### config.mk
export PLATFORM = sky130hd
export DESIGN_NAME = conv_window_gen
export DESIGN_NICKNAME = d
export VERILOG_FILES = /design/src/rtl/conv_window_gen.sv
export SDC_FILE = /design/constraint.sdc
export NUM_CORES = 2
export LEC_CHECK = 0
export CAP_MARGIN = 20
export CORE_UTILIZATION = 57
export CTS_CLUSTER_DIAMETER = 80
export DETAILED_ROUTE_END_ITERATION = 10
export HOLD_SLACK_MARGIN = 0.03
export PLACE_DENSITY = 0.76
export SYNTH_ARGS = -nofsm -noshare
export SYNTH_HDL_FRONTEND = slang
export SYNTH_SLANG_ARGS = --single-unit
### constraint.sdc
create_clock -name clk -period 75.1 [get_ports clk]
set_clock_uncertainty 0.05 [all_clocks]
set_input_delay 15.02 -clock clk [delete_from_list [all_inputs] [get_ports clk]]
set_output_delay 15.02 -clock clk [all_outputs]
set_load 0.01 [all_outputs]
### src/rtl/conv_window_gen.sv
// Sliding KxK window generator for a raster-scan pixel stream.
// K-1 line buffers feed a KxK shift array; completed windows are held under valid/ready.
module conv_window_gen #(
  parameter int IMG_W = 28,
  parameter int IMG_H = 28,
  parameter int K     = 7,
  parameter int PW    = 8
) (
  input  logic                clk,
  input  logic                rst,
  input  logic [PW-1:0]       pix_in,
  input  logic                pix_valid,
  input  logic                pix_sof,
  output logic                pix_ready,
  output logic [K*K*PW-1:0]   win,
  output logic                win_valid,
  input  logic                win_ready,
  output logic                win_last,
  output logic                frame_done
);

  localparam int CW = (IMG_W > 1) ? $clog2(IMG_W) : 1;
  localparam int RW = (IMG_H > 1) ? $clog2(IMG_H) : 1;
  localparam int WW = K * K * PW;

  localparam logic [CW-1:0] COL_LAST = CW'(IMG_W - 1);
  localparam logic [RW-1:0] ROW_LAST = RW'(IMG_H - 1);
  localparam logic [CW-1:0] COL_EDGE = CW'(K - 1);
  localparam logic [RW-1:0] ROW_EDGE = RW'(K - 1);

  logic [CW-1:0] col_q, col_d, cur_col;
  logic [RW-1:0] row_q, row_d, cur_row;
  logic          accept, emit, pix_last;

  logic [PW-1:0] lb_mem [K-1][IMG_W];
  logic [PW-1:0] lb_out [K-1];

  logic [WW-1:0] arr_q, arr_d;
  logic [WW-1:0] win_q;
  logic          win_valid_q, win_last_q, frame_done_q;

  assign pix_ready = !win_valid_q || win_ready;
  assign accept    = pix_valid && pix_ready;

  // A start-of-frame pixel is placed at (0,0) whatever the counters say.
  assign cur_col  = pix_sof ? '0 : col_q;
  assign cur_row  = pix_sof ? '0 : row_q;
  assign pix_last = (cur_row == ROW_LAST) && (cur_col == COL_LAST);
  assign emit     = accept && (cur_row >= ROW_EDGE) && (cur_col >= COL_EDGE);

  always_comb begin
    col_d = col_q;
    row_d = row_q;
    if (accept) begin
      if (cur_col == COL_LAST) begin
        col_d = '0;
        row_d = (cur_row == ROW_LAST) ? '0 : cur_row + 1'b1;
      end else begin
        col_d = cur_col + 1'b1;
        row_d = cur_row;
      end
    end
  end

  always_comb begin
    for (int j = 0; j < K - 1; j++) begin
      lb_out[j] = lb_mem[j][cur_col];
    end
  end

  // Line 0 is the oldest row; each accept cascades one column toward it.
  always_ff @(posedge clk) begin
    if (accept) begin
      for (int j = 0; j < K - 2; j++) begin
        lb_mem[j][cur_col] <= lb_mem[j+1][cur_col];
      end
      lb_mem[K-2][cur_col] <= pix_in;
    end
  end

  always_comb begin
    arr_d = arr_q;
    for (int r = 0; r < K; r++) begin
      for (int c = 0; c < K - 1; c++) begin
        arr_d[(r*K+c)*PW +: PW] = arr_q[(r*K+c+1)*PW +: PW];
      end
    end
    for (int r = 0; r < K - 1; r++) begin
      arr_d[(r*K+K-1)*PW +: PW] = lb_out[r];
    end
    arr_d[((K-1)*K+K-1)*PW +: PW] = pix_in;
  end

  always_ff @(posedge clk or posedge rst) begin
    if (rst) begin
      col_q        <= '0;
      row_q        <= '0;
      arr_q        <= '0;
      win_q        <= '0;
      win_valid_q  <= 1'b0;
      win_last_q   <= 1'b0;
      frame_done_q <= 1'b0;
    end else begin
      col_q        <= col_d;
      row_q        <= row_d;
      frame_done_q <= accept && pix_last;
      if (accept) begin
        arr_q <= arr_d;
      end
      // A fresh load wins over a same-cycle consume.
      if (emit) begin
        win_q       <= arr_d;
        win_valid_q <= 1'b1;
        win_last_q  <= pix_last;
      end else if (win_valid_q && win_ready) begin
        win_valid_q <= 1'b0;
        win_last_q  <= 1'b0;
      end
    end
  end

  assign win        = win_q;
  assign win_valid  = win_valid_q;
  assign win_last   = win_last_q;
  assign frame_done = frame_done_q;

endmodule

==> impl_metrics.yaml <==
power_and_ir_drop:
  p_leak_nw: 37.1
  ir_drop_uv: 19.9
  powerDensity_nw_per_um2: 27.7
routing:
  drc: 0
  via_per_inst: 6.06
  drt.antenna.violating_nets: 0
  drt-wirelength-per-cell_um: 25.7
  num_vias: 46500
  totalWireLength_mm: 197
  drt_iter0_markers: 4864
  dr.pass1.iters: 6
setup_path:
  cpMostUsedCell: "clkdlybuf4s50_1"
  cp-startpoint: "win_ready"
  crit_end: "pix_ready"
  end_kind: "output port"
  r2r_start: "col_q[0]"
  cp.required_ns: 60.03
  slowest_stage: "clkdlybuf4s50_1"
  arrival_ns: 16.30
  reg2reg_slack_ns: 68.70
  timing.rr.end: "win[220]"
  reg2reg_depth: 9
  critical-path-max-stage-delay_ns: 0.58
  start_kind: "input port"
  path_class: "in -> out"
  path_cells: "clkdlybuf4s50_1, nand2b_1, clkdlybuf4s50_1"
  crit_path_max_fanout: 4
clock_tree:
  clkSinkCount: 2085
  clock_path_buffers: 3
  holdBufCountCts: 0
  cts.repair.resized: 0
  post_cts_buffers: 0
  htree_num_levels: 4
  cts_root_buf: "clkbuf_16"
  cts.clk_slew.worst_paths_ns: 0.06
  clock_latency_ns: 0.84
  cts_made_buffers: 195
  cts_tree: "built"
logic_synthesis:
  syn_inst: 5223
  synth.distinct_cells: 76
  synth_top_family_by_area: "multiplexers"
  synth_top_area_cell: "edfxtp_1"
  synth_most_common_cell: "edfxtp_1"
  async_flop_share: 0.355
  mappedNetlistArea_um2: 80700
  yosysSeqAreaShare: 0.730
  yosys.area.top_type_share: 0.500
  synthMuxAreaShare: 0.118
  synth_edf_count: 1344
  yosysWarnings: 0
  synth_ff_type: "edfxtp_1"
  synthSimpleGateAreaFrac: 0.0634
  syn_nets: 5242
  avgSynthCellArea_um2: 15.5
  ys_ff_latch: 2085
  yosys-top-cells-count: "edfxtp_1 (1,344), nand2_1 (1,026), dfrtp_1 (741), mux2i_1 (410), mux2_1 (355)"
  synthAdderAreaFrac: 0.000930
  synthTopCellsByArea: "edfxtp_1 (50%), dfrtp_1 (23%), mux2i_1 (5.1%)"
  synth-xor-area-share: 0
  synth_compound_area_frac: 0.0649
hold_path:
  hold_path.class: "reg -> reg"
  min_from: "arr_q[344]"
global_routing:
  antenna_found_initial: 2
  grt_pass1_vias: 46700
  grt_max_degree: 170
  grt_overflow_total: 0
  grt_usage: 0.276
  grt_pass1_wl_mm: 292
placed_design:
  hpwl_mm: 108
  io_buffer_count: 408
  place_congestion: 0.790
  dpl.cell_count: 7307
floorplan:
  start_util: 0.576
  die_area_um2: 143000
  die_y_um: 378
  core_region_area_um2: 140000
  die_w_um: 378
  io_pins: 409
  rows: 137
sta:
  rsz0062_at_grt: "no"
  fin_crit_ns: 31.37
  relSlewSlack: 0.231
  finalCritPeriodShare: 0.418
  fmax_mhz: 31.9
  hold_viol_final: 0
  tns_ns: 0
  worst_slew_pin_slew_ns: 1.15
  setup_viol: 0
  slew_violations: 0
finish:
  multi_input_area_um2: 20200
  drive_above_1_share: 0.108
  stdcell_count: 7672
  fillers: 9406
  area_growth_pct: 15.3
  seq_area_um2: 58900
  finish.net_count: 5651
run:
  cap_violations: 0
run_status:
  outcome: "finished, final reports clean"
-- registers in the layout, summed over array words and instances (netlist names) --
| register | cells |
|---|---|
| lb_mem | 1344 |
| row_q | 5 |
| arr_q | 336 |
| win_last | 1 |
| frame_done | 1 |
| col_q | 5 |
| win_valid | 1 |
| win | 392 |
-- logic make-up after synthesis --
group,count (synthesis)
flops,2085
buf+inv,373
mux,880
compound gates,652
simple gates,1227
fa+ha+maj,6
-- per-layer routing --
metal  routed length [µm]  vias to the layer above  GRT usage
met2                95700                     2210      0.447
met5                    0                        -          0
met1                75900                    23600      0.364
met3                19100                      417     0.0677
met4                 6340                        0     0.0974
li1                     -                    20200          -
-- worst max-delay path, delay by kind of cell --
kind                   cells  cell delay (ns)
buffers and inverters      2             1.06
AND/OR/NAND/NOR            1             0.22
-- cell usage in the layout, fill, tap and decap left out, types with 40 or more instances in the layout --
cell / count
a22o_1: 43
clkdlybuf4s50_1: 407
a221oi_1: 54
clkinv_1: 41
dfrtp_1: 739
a21oi_1: 60
mux2_2: 103
mux2i_1: 410
a22oi_1: 110
buf_4: 126
o22a_1: 41
nand2_1: 1025
clkbuf_16: 197
o211ai_1: 117
and2_1: 40
mux2_1: 355
edfxtp_1: 1344
-- worst min path at each step --
stage | endpoint | slack [ns] | cells after the start
4_1_cts | arr_q[344] | 0.42 | 2
6_report | arr_q[344] | 0.42 | 2
5_1_grt | arr_q[294] | 0.44 | 2
3_3_place_gp | arr_q[11] | 0.40 | 2
3_5_place_dp | arr_q[344] | 0.40 | 2
2_1_floorplan | arr_q[10] | 0.39 | 2
-- stage by stage --
stage / worst slack [ns] / utilization / instance area (µm²) / power, W / hold WS [ns]
after CTS: 43.73 / 0.664 / 93000 / 0.00259 / 0.420
after global placement: 43.72 / 0.619 / 86700 / 0.00162 / 0.401
final: 43.73 / 0.665 / 93100 / 0.00258 / 0.418
after detailed placement: 43.73 / 0.620 / 86800 / 0.00163 / 0.405
after floorplan: 39.24 / - / 80700 / 0.00153 / 0.389
after global routing: 43.69 / 0.665 / 93100 / 0.00266 / 0.442
-- power breakdown --
group	switching, W	leakage, nW	total (W)	internal, W
Sequential	0.0000390	22.0	0.00136	0.00132
Clock	0.000420	3.07	0.000964	0.000544
Combinational	0.000179	12.0	0.000257	0.0000781
-- area by class of cell --
type	instances	share of cell area
sequential	2085	0.633
multi-input combinational	2765	0.217
clock buffer	255	0.0573
timing repair buffer	542	0.0559
tap	1876	0.0252
clock inverter	105	0.00949
inverter	43	0.00181
antenna	1	0.0000269
Power figures use the tool's default switching activity.
